--- src/rtl/qsn_layer_scheduler.sv ---
// Schedules the quasi-cyclic shift network of a layered QC-LDPC decoder.
// Walks a programmable shift table row by row: forward pass, then writeback pass.
module qsn_layer_scheduler #(
  parameter int LiftingFactor = 16,
  parameter int ShiftWidth    = 4,
  parameter int NumRows       = 4,
  parameter int NumCols       = 8,
  parameter int IterWidth     = 4,
  localparam int RowW = $clog2(NumRows),
  localparam int ColW = $clog2(NumCols)
) (
  input  logic                  clk,
  input  logic                  rst_n,
  input  logic                  cfg_we,
  input  logic [RowW-1:0]       cfg_row,
  input  logic [ColW-1:0]       cfg_col,
  input  logic                  cfg_valid,
  input  logic [ShiftWidth-1:0] cfg_shift,
  output logic                  cfg_err,
  input  logic                  start,
  input  logic [IterWidth-1:0]  num_iter,
  input  logic                  abort,
  output logic                  busy,
  output logic                  done,
  output logic                  cmd_valid,
  input  logic                  cmd_ready,
  output logic [ShiftWidth-1:0] cmd_shift,
  output logic [RowW-1:0]       cmd_row,
  output logic [ColW-1:0]       cmd_col,
  output logic                  cmd_phase,
  output logic                  cmd_last,
  output logic [IterWidth-1:0]  iter_cnt
);

  typedef enum logic [1:0] {S_IDLE, S_FWD, S_BWD, S_DONE} state_e;

  localparam logic [ShiftWidth:0] ZVal    = (ShiftWidth+1)'(LiftingFactor);
  localparam logic [RowW-1:0]     LastRow = RowW'(NumRows - 1);
  localparam logic [ColW-1:0]     LastCol = ColW'(NumCols - 1);

  state_e                state_q, state_d;
  logic [RowW-1:0]       row_q, row_d;
  logic [ColW-1:0]       col_q, col_d;
  logic [IterWidth-1:0]  iter_q, iter_d;
  logic [IterWidth-1:0]  num_iter_q, num_iter_d;
  logic                  cfg_err_q;

  logic [NumCols-1:0]    tbl_vld_q   [NumRows];
  logic [ShiftWidth-1:0] tbl_shift_q [NumRows][NumCols];

  logic                  in_scan;
  logic                  cur_vld;
  logic [ShiftWidth-1:0] cur_shift;
  logic [ShiftWidth-1:0] inv_shift;
  logic [NumCols-1:0]    higher_vld;
  logic                  advance;
  logic                  cfg_accept;
  logic [IterWidth-1:0]  iter_inc;

  assign in_scan    = (state_q == S_FWD) || (state_q == S_BWD);
  assign cur_vld    = tbl_vld_q[row_q][col_q];
  assign cur_shift  = tbl_shift_q[row_q][col_q];
  assign inv_shift  = (cur_shift == '0) ? '0 : ShiftWidth'(ZVal - {1'b0, cur_shift});
  // Entries strictly above the current column; empty means this is the last command.
  assign higher_vld = (tbl_vld_q[row_q] >> col_q) >> 1;
  // Null entries are skipped unconditionally; only real commands wait on the datapath.
  assign advance    = in_scan && (!cur_vld || cmd_ready);
  assign cfg_accept = cfg_we && (state_q == S_IDLE) && ({1'b0, cfg_shift} < ZVal);
  assign iter_inc   = iter_q + IterWidth'(1);

  always_ff @(posedge clk or negedge rst_n) begin
    if (!rst_n) begin
      state_q    <= S_IDLE;
      row_q      <= '0;
      col_q      <= '0;
      iter_q     <= '0;
      num_iter_q <= '0;
      cfg_err_q  <= 1'b0;
    end else begin
      state_q    <= state_d;
      row_q      <= row_d;
      col_q      <= col_d;
      iter_q     <= iter_d;
      num_iter_q <= num_iter_d;
      cfg_err_q  <= cfg_we && !cfg_accept;
    end
  end

  always_ff @(posedge clk or negedge rst_n) begin
    if (!rst_n) begin
      for (int r = 0; r < NumRows; r++) begin
        tbl_vld_q[r] <= '0;
        for (int c = 0; c < NumCols; c++) tbl_shift_q[r][c] <= '0;
      end
    end else if (cfg_accept) begin
      tbl_vld_q[cfg_row][cfg_col]   <= cfg_valid;
      tbl_shift_q[cfg_row][cfg_col] <= cfg_shift;
    end
  end

  always_comb begin
    state_d    = state_q;
    row_d      = row_q;
    col_d      = col_q;
    iter_d     = iter_q;
    num_iter_d = num_iter_q;
    if (abort) begin
      state_d = S_IDLE;
    end else begin
      case (state_q)
        S_IDLE: begin
          if (start) begin
            num_iter_d = num_iter;
            row_d      = '0;
            col_d      = '0;
            iter_d     = '0;
            state_d    = (num_iter == '0) ? S_DONE : S_FWD;
          end
        end
        S_FWD, S_BWD: begin
          if (advance) begin
            if (col_q == LastCol) begin
              col_d = '0;
              if (state_q == S_FWD) begin
                state_d = S_BWD;
              end else if (row_q == LastRow) begin
                row_d   = '0;
                iter_d  = iter_inc;
                state_d = (iter_inc == num_iter_q) ? S_DONE : S_FWD;
              end else begin
                row_d   = row_q + RowW'(1);
                state_d = S_FWD;
              end
            end else begin
              col_d = col_q + ColW'(1);
            end
          end
        end
        S_DONE:  state_d = S_IDLE;
        default: state_d = S_IDLE;
      endcase
    end
  end

  always_comb begin
    busy      = in_scan;
    done      = (state_q == S_DONE);
    cfg_err   = cfg_err_q;
    iter_cnt  = iter_q;
    cmd_valid = in_scan && cur_vld;
    cmd_shift = '0;
    cmd_row   = '0;
    cmd_col   = '0;
    cmd_phase = 1'b0;
    cmd_last  = 1'b0;
    if (cmd_valid) begin
      cmd_phase = (state_q == S_BWD);
      cmd_shift = cmd_phase ? inv_shift : cur_shift;
      cmd_row   = row_q;
      cmd_col   = col_q;
      cmd_last  = (higher_vld == '0);
    end
  end

endmodule

--- config.mk ---
export PLATFORM = sky130hd
export DESIGN_NAME = qsn_layer_scheduler
export DESIGN_NICKNAME = d
export VERILOG_FILES = /design/src/rtl/qsn_layer_scheduler.sv
export SDC_FILE = /design/constraint.sdc
export NUM_CORES = 1
export LEC_CHECK = 0
export ABC_AREA = 1
export CORE_UTILIZATION = 44
export DETAILED_ROUTE_END_ITERATION = 10
export GPL_ROUTABILITY_DRIVEN = 0
export PLACE_DENSITY = 0.72
export SYNTH_ARGS = -nofsm -noshare
export SYNTH_HDL_FRONTEND = slang
export SYNTH_SLANG_ARGS = --single-unit
--- constraint.sdc ---
create_clock -name clk -period 6.2 [get_ports clk]
set_clock_uncertainty 0.05 [all_clocks]
set_input_delay 1.24 -clock clk [delete_from_list [all_inputs] [get_ports clk]]
set_output_delay 1.24 -clock clk [all_outputs]
set_load 0.1 [all_outputs]
==> Implementation_results.wiki, run 1 <==
{| class="wikitable"
! Metric !! Value
|-
| Residual antenna-violating net count after detailed routing || 0
|-
| Clock slew seen by the registers of the worst setup and hold paths || 0.06 ns
|-
| GR Overflow Total || 0
|-
| Critical path peak fanout || 43
|-
| Number of nets in the layout || 1133
|-
| Summed instance area of the synthesized netlist || 8680 um2
|-
| Clock tree root buffer cell || sky130_fd_sc_hd__clkbuf_16
|-
| Most used flip-flop cell after synthesis || sky130_fd_sc_hd__dfrtp_1
|-
| Wire length per cell after detailed routing || 16.1 um
|-
| Critical path's slowest cell || sky130_fd_sc_hd__inv_2
|-
| Leakage component of the power || 4.51 nW
|-
| Worst min-delay path startpoint || tbl_shift_q[51]
|-
| Sink of the worst hold path || tbl_shift_q[51]
|-
| Die outline height || 142 um
|-
| Global-route wire length before repair || 37.4 mm
|-
| Effective utilization at floorplan || 0.447
|-
| Setup Fix Bufs, Post-CTS || 0
|-
| Classification of the worst-slack hold path || flip-flop to flip-flop
|-
| Post-synth EDFFs || 0
|-
| Number of global-route vias before repair || 7212
|-
| Total power density per cell area || 447 nW/um2
|-
| Setup repair after global routing missed its margin || no
|-
| Average cell area after synthesis || 7.98 um2
|-
| TritonCTS clock tree || done
|-
| Antenna violations before repair || 0
|-
| Post-placement cell count || 1350
|-
| Required time worst endpoint || 4.91 ns
|-
| Delay contributed by the slowest stage of the critical path || 0.57 ns
|-
| Max capacitance violation total || 0
|-
| Crit. Startpoint || row_q[0]
|-
| Drc violations || 0
|-
| Endpoint of the worst-slack reg-to-reg timing path || tbl_vld_q[15]
|-
| Maximum number of pins on one net before global-route repair || 85
|-
| Number of top-level pins || 39
|-
| Yosys warns || 0
|-
| Full die area || 20300 um2
|-
| Worst setup slack for register-to-register paths || 3.43 ns
|-
| Std cell rows || 51
|-
| Cell breakdown of the critical path || inv_2, buf_12, nand2_1, nand3_1, nand3_1, nand2_1, nand2_1, nand3_1, nand2_1, ha_1, nand2_1, nand3b_1, nor2_1, nor2_1, nand2_1, nor2_1, buf_4
|-
| Post-detailed-route via-to-cell ratio || 5.38
|-
| Cell types with the highest counts after synthesis || 357 x sky130_fd_sc_hd__nand2_1, 185 x sky130_fd_sc_hd__o21ai_0, 176 x sky130_fd_sc_hd__dfrtp_1, 93 x sky130_fd_sc_hd__nand3_1, 78 x sky130_fd_sc_hd__nor2_1
|-
| Clock sink count || 176
|-
| Setup Crit Path Kind || flip-flop to output port
|-
| CTS H-tree depth || 4
|-
| Top cell type's share of synthesized area || 0.507
|-
| Crit path arrival time || 3.37 ns
|-
| Fraction of layout cells with a size suffix above 1 || 0.0931
|-
| Seq cells post-synth || 176
|-
| Portion of the post-synthesis area used by sequential elements || 0.507
|-
| Post-synth ARST share || 1.00
|-
| Count of input and output buffers || 38
|-
| Run status || finished, final reports clean
|-
| Number of cells in the finished layout apart from fillers || 1382
|-
| Setup TNS Final || 0 ns
|-
| Number of fill cells in the layout || 1894
|-
| Cells resized by post-CTS repair || 0
|-
| Total Routing Usage GR || 0.239
|-
| Path depth of the worst reg2reg path || 7
|-
| Number of diodes added for antenna fixing || 0
|-
| Type of destination of the critical path || output port
|-
| Synth cell types || 37
|-
| Least-Margin Pin Slew || 1.19 ns
|-
| Startpoint kind of the worst setup timing path || flip-flop
|-
| Highest achievable clock rate || 215 MHz
|-
| Reg-to-Reg Start || state_q[0]
|-
| Library cell with the highest instance count after synthesis || sky130_fd_sc_hd__nand2_1
|-
| Yosys top cell by area || sky130_fd_sc_hd__dfrtp_1
|-
| Number of hold violations in the final report || 0
|-
| Max IR drop VDD || 0.183 mV
|-
| Post-route clock period utilization || 0.752
|-
| Number of buffers added by the clock tree synthesis step || 17
|-
| Vias after detailed routing || 7429
|-
| Nets in the synthesized netlist || 1116
|-
| Worst slew margin relative to its limit || 0.206
|-
| Core ar. || 19400 um2
|-
| Post-DP HPWL || 14.1 mm
|-
| Post-layout min period || 4.66 ns
|-
| Biggest area contributors in the synthesized netlist || sky130_fd_sc_hd__dfrtp_1 51%, sky130_fd_sc_hd__nand2_1 15%, sky130_fd_sc_hd__o21ai_0 11%
|-
| Clock Tree Buf Depth || 2
|-
| Setup violations, final || 0
|-
| Hold Path Stages || 2
|-
| Cts hold-fix bufs || 0
|-
| Mapped Cells || 1087
|-
| Number of DRC markers in iteration 0 || 721
|-
| Fin. max-slew vios || 0
|-
| Signed area change from the synthesized netlist to the final layout || 12.1%
|-
| First-pass DRT Iterations || 5
|-
| Crit path top cell by count || sky130_fd_sc_hd__nand2_1
|-
| Worst skew pair latency || 0.44 ns
|-
| Post-Route WL || 22.2 mm
|-
| Horizontal extent of the die || 142 um
|}
## stage by stage
| stage | setup WS (ns) | utilization | area (um2) | power [mW] | hold WS [ns] |
|---|---|---|---|---|---|
| 2_1_floorplan | 1.02 | - | 8680 | 2.85 | 0.398 |
| 3_3_place_gp | 2.10 | 0.469 | 9110 | 3.17 | 0.411 |
| 3_5_place_dp | 2.02 | 0.469 | 9110 | 3.21 | 0.418 |
| 4_1_cts | 1.55 | 0.502 | 9730 | 4.36 | 0.434 |
| 5_1_grt | 1.23 | 0.502 | 9730 | 4.66 | 0.440 |
| 6_report | 1.54 | 0.502 | 9730 | 4.35 | 0.433 |
## sequential cells by signal (all words and copies together) (netlist names)
signal       cells
num_iter_q       4
cfg_err          1
iter_cnt         4
col_q            3
state_q          2
row_q            2
tbl_shift_q    128
tbl_vld_q       32
## final cells by class
type,count,area [um2],area share
Sequential cell,176,4410,0.453
Multi-Input combinational cell,822,3790,0.390
Clock buffer,17,425,0.0437
Timing Repair Buffer,45,417,0.0428
Tap cell,265,332,0.0341
Clock inverter,15,198,0.0203
Inverter,42,158,0.0162
## logic make-up after synthesis
family,after synthesis,share of synthesized area
AND/OR/NAND/NOR,591,0.291
AO/OA/AOI/OAI,218,0.129
flip-flops,176,0.507
buffers and inverters,89,0.0552
adder cells (fa/ha/maj),9,0.0130
XOR/XNOR,2,0.00202
multiplexers,2,0.00259
## worst max-delay path by stage
stage	to	slack, ns
CTS	cmd_shift[3]	1.55
global placement	cmd_shift[3]	2.10
finish	cmd_shift[3]	1.54
detailed placement	cmd_shift[3]	2.02
floorplan	cmd_shift[1]	1.02
global route	cmd_shift[3]	1.23
## cell usage in the layout (no fill, tap or decap), drive strengths merged, types with 15 or more instances in the layout
cell           netlist  final
o21ai              199    199
inv                 42     49
dfrtp              176    176
clkbuf              17     17
clkdlybuf4s50        0     25
nand2              392    392
nor3                15     15
buf                 30     20
nand3               97     97
nor2                80     80
## routing by layer
metal  share of wire  up-vias  GRT usage
met2            0.46      239      0.384
met1            0.46     3560      0.330
met4           0.017        0     0.0753
met3           0.066       27     0.0417
li1                -     3603          -
met5               0        -          0
## where the power goes
part	switching, mW	internal, mW
registers	0.207	1.49
logic	1.04	0.482
clock network	0.487	0.648
## critical path: cells and delay by family (launching register included)
kind | cells | cell delay, ns
flip-flops | 1 | 0.41
buffers and inverters | 3 | 1.18
AND/OR/NAND/NOR | 13 | 1.09
adder cells (fa/ha/maj) | 1 | 0.23
(Power assumes the default switching activity.)
==> run 2: changes to the inputs <==
--- a/config.mk
+++ b/config.mk
@@ -9,7 +9,7 @@
 export CORE_UTILIZATION = 44
 export DETAILED_ROUTE_END_ITERATION = 10
 export GPL_ROUTABILITY_DRIVEN = 0
-export PLACE_DENSITY = 0.72
+export PLACE_DENSITY = 0.74
 export SYNTH_ARGS = -nofsm -noshare
 export SYNTH_HDL_FRONTEND = slang
 export SYNTH_SLANG_ARGS = --single-unit
==> constraint.sdc (replaced) <==
create_clock -name clk -period 3.8 [get_ports clk]
set_clock_uncertainty 0.05 [all_clocks]
set_input_delay 0.76 -clock clk [delete_from_list [all_inputs] [get_ports clk]]
set_output_delay 0.76 -clock clk [all_outputs]
set_load 0.1 [all_outputs]
==> run 2 against run 1 <==
Net effect:
- global-route usage is essentially flat
- routed wire length rose by 4.4%
- utilization increased by 2.2 points
- final area rose by 4.4%
- sequential share of layout area is 1.9 points lower
- non-clock buffer count is 19 higher
- flip-flop and latch count is the same
- count of clock-buffer cells in the layout up 4
- critical path depth shrank 5
- register-to-register slack worse by 1.8 ns
- total power increased by 69%
- die area is the same
- critical path type unchanged
- critical endpoint is now cmd_shift[2]
==> Implementation_results.wiki, run 2 (synthesis gave the netlist of run 1 again) <==
{| class="wikitable"
! Metric !! Value
|-
| Sequential standard cell area || 4410 um2 (unchanged)
|-
| Worst setup slack for register-to-register paths || 1.61 ns (was 3.43 ns)
|-
| Post-Route WL || 23.2 mm (was 22.2 mm)
|-
| Total Routing Usage GR || 0.239 (about the same)
|-
| Startpoint kind of the worst setup timing path || flip-flop (unchanged)
|-
| Effective utilization at floorplan || 0.447 (unchanged)
|-
| Switching part of the total power || 0.397 (was 0.398)
|-
| Number of buffers added by the clock tree synthesis step || 17 (unchanged)
|-
| Vias after detailed routing || 7646 (was 7429)
|-
| Number of fill cells in the layout || 1832 (was 1894)
|-
| Number of top-level pins || 39 (unchanged)
|-
| Largest registers in the final layout || tbl_shift_q x128, tbl_vld_q x32 (unchanged)
|-
| Max capacitance violation total || 0 (unchanged)
|-
| Number of nets in the layout || 1152 (was 1133)
|-
| Core ar. || 19400 um2 (unchanged)
|-
| Run status || finished, final reports clean (unchanged)
|-
| Count of input and output buffers || 38 (unchanged)
|-
| Worst slew margin relative to its limit || 0.272 (was 0.206)
|-
| Type of destination of the critical path || output port (unchanged)
|-
| Critical path peak fanout || 11 (was 43)
|-
| Highest achievable clock rate || 273 MHz
|-
| Die outline height || 142 um (unchanged)
|-
| Pint || 4.44 mW (was 2.62 mW)
|-
| Max IR drop VDD || 0.334 mV (was 0.183 mV)
|-
| Post-route clock period utilization || 0.964
|-
| Least-Margin Pin Slew || 1.09 ns (was 1.19 ns)
|-
| Post-DP HPWL || 14.6 mm (was 14.1 mm)
|-
| Number of diodes added for antenna fixing || 0 (unchanged)
|-
| Endpoint of the worst-slack reg-to-reg timing path || iter_cnt[0] (was tbl_vld_q[15])
|-
| Horizontal extent of the die || 142 um (unchanged)
|-
| Cts hold-fix bufs || 0 (unchanged)
|-
| Fraction of layout cells with a size suffix above 1 || 0.114 (was 0.0931)
|-
| First-pass DRT Iterations || 4 (was 5)
|-
| Setup Crit Path Kind || flip-flop to output port (unchanged)
|-
| Number of DRC markers in iteration 0 || 708 (was 721)
|-
| Register name with the most flops || tbl_shift_q (unchanged)
|-
| Crit path arrival time || 2.85 ns (was 3.37 ns)
|-
| Most common cell after layout, fill and taps aside || sky130_fd_sc_hd__nand2_1 (unchanged)
|-
| Total power density per cell area || 725 nW/um2 (was 447 nW/um2)
|-
| Signed area change from the synthesized netlist to the final layout || 17.1% (was 12.1%)
|-
| Number of global-route vias before repair || 7398 (was 7212)
|-
| Most used cells in the layout excluding fill and tap cells || 355 x sky130_fd_sc_hd__nand2_1, 183 x sky130_fd_sc_hd__o21ai_0, 175 x sky130_fd_sc_hd__dfrtp_1 (was 357 x sky130_fd_sc_hd__nand2_1, 185 x sky130_fd_sc_hd__o21ai_0, 175 x sky130_fd_sc_hd__dfrtp_1)
|-
| Clock Tree Buf Depth || 2 (unchanged)
|-
| Number of cells in the finished layout apart from fillers || 1401 (was 1382)
|-
| Full die area || 20300 um2 (unchanged)
|-
| GR Overflow Total || 0 (unchanged)
|-
| Portion of total power attributed to sequential cells || 0.377 (was 0.390)
|-
| Post-placement cell count || 1364 (was 1350)
|-
| Global-route wire length before repair || 37.6 mm (was 37.4 mm)
|-
| Worst skew pair latency || 0.44 ns (about the same)
|-
| Net switching power || 2.92 mW (was 1.73 mW)
|-
| Clock slew seen by the registers of the worst setup and hold paths || 0.07 ns (was 0.06 ns)
|-
| Wire length per cell after detailed routing || 16.5 um (was 16.1 um)
|-
| TritonCTS clock tree || done (unchanged)
|-
| Leakage component of the power || 4.69 nW (was 4.51 nW)
|-
| Maximum number of pins on one net before global-route repair || 83 (was 85)
|-
| Flip-flop count of the largest register, all copies and words added || 128 (unchanged)
|-
| Classification of the worst-slack hold path || input pin to async pin (was flip-flop to flip-flop)
|-
| CTS H-tree depth || 4 (unchanged)
|-
| Reg-to-Reg Start || row_q[0] (was state_q[0])
|-
| Drc violations || 0 (unchanged)
|-
| Fin. max-slew vios || 0 (unchanged)
|-
| Post-layout min period || 3.66 ns
|-
| Path depth of the worst reg2reg path || 14 (was 7)
|-
| Share of power burned in combinational logic || 0.381 (was 0.349)
|-
| Post-detailed-route via-to-cell ratio || 5.46 (was 5.38)
|-
| Required time worst endpoint || 2.99 ns (was 4.91 ns)
|-
| Clock tree root buffer cell || sky130_fd_sc_hd__clkbuf_16 (unchanged)
|-
| Area occupied by multi-input gates || 3820 um2 (was 3790 um2)
|-
| Total design power || 7.36 mW (was 4.35 mW)
|-
| Number of hold violations in the final report || 0 (unchanged)
|-
| Antenna violations before repair || 0 (unchanged)
|-
| Setup violations, final || 0 (unchanged)
|-
| Clock sink count || 176 (unchanged)
|-
| Residual antenna-violating net count after detailed routing || 0 (unchanged)
|-
| Clock power frac || 0.242 (was 0.261)
|-
| Setup repair after global routing missed its margin || yes (was no)
|-
| Std cell rows || 51 (unchanged)
|}
run 2: cell types whose count changed in the layout (fill, tap and decap cells not counted), sizes merged:
cell and change:
clkbuf +8, buf +17, clkdlybuf4s50 -2, inv -4, clkinv -1, clkinvlp +2, bufinv -1
run 2: worst max path at each step:
stage | from | to | slack (ns) | cells past startpoint
global placement | row_q[1] | cmd_shift[2] | 0.64 | 13
finish | row_q[0] | cmd_shift[2] | 0.14 | 12
detailed placement | row_q[1] | cmd_shift[2] | 0.60 | 13
global route | row_q[0] | cmd_shift[3] | -0.02 | 15
CTS | row_q[1] | cmd_shift[2] | 0.11 | 13
floorplan | state_q[0] | cmd_last | -0.85 | 5
run 2: layout make-up:
type	count	area share
clock buffers	21	0.0463
clock inverters	11	0.0126
inverters	42	0.0163
multi-input cells	822	0.376
flip-flops and latches	176	0.434
well taps	265	0.0326
repair buffers	64	0.0828
run 2: power by group through the flow:
stage / clock network [mW] / registers (mW) / logic [mW]
5_1_grt: 1.87 / 2.84 / 3.13
2_1_floorplan: 0 / 2.75 / 1.90
6_report: 1.78 / 2.78 / 2.80
4_1_cts: 1.80 / 2.76 / 2.63
3_5_place_dp: 0 / 2.78 / 2.62
3_3_place_gp: 0 / 2.77 / 2.56
run 2: layer usage:
metal,part of all wire,global-route usage
met1,0.45,0.322
met4,0.026,0.0979
met5,0,0
met2,0.47,0.380
met3,0.059,0.0448
run 2: repair_timing:
| item | in CTS | in global routing |
|---|---|---|
| setup buffers | 0 | 1 |
| gates resized for setup | 0 | 13 |
| setup endpoints to repair | 0 | 5 |
run 2: per-stage QoR:
stage           util  cell area, um2  hold slack, ns  setup WS (ns)  TNS (ns)
2_1_floorplan      -            8680           0.398         -0.848     -2.41
3_3_place_gp   0.486            9430           0.411          0.638         0
3_5_place_dp   0.486            9430           0.419          0.601         0
4_1_cts        0.517           10000           0.346          0.110         0
5_1_grt        0.524           10200           0.381        -0.0240   -0.0425
6_report       0.524           10200           0.330          0.138         0
run 2: critical path: stages (launching register included):
cell and delay (ns):
sky130_fd_sc_hd__dfrtp_2 0.50, sky130_fd_sc_hd__clkinv_4 0.18, sky130_fd_sc_hd__clkbuf_16 0.21, sky130_fd_sc_hd__o21ai_0 0.17, sky130_fd_sc_hd__nand3_1 0.11, sky130_fd_sc_hd__nand3_1 0.10, sky130_fd_sc_hd__nand2_1 0.09, sky130_fd_sc_hd__nor2_4 0.16
sky130_fd_sc_hd__ha_1 0.18, sky130_fd_sc_hd__nor2_1 0.06, sky130_fd_sc_hd__or2_1 0.22, sky130_fd_sc_hd__a21oi_1 0.22, sky130_fd_sc_hd__buf_12 0.21
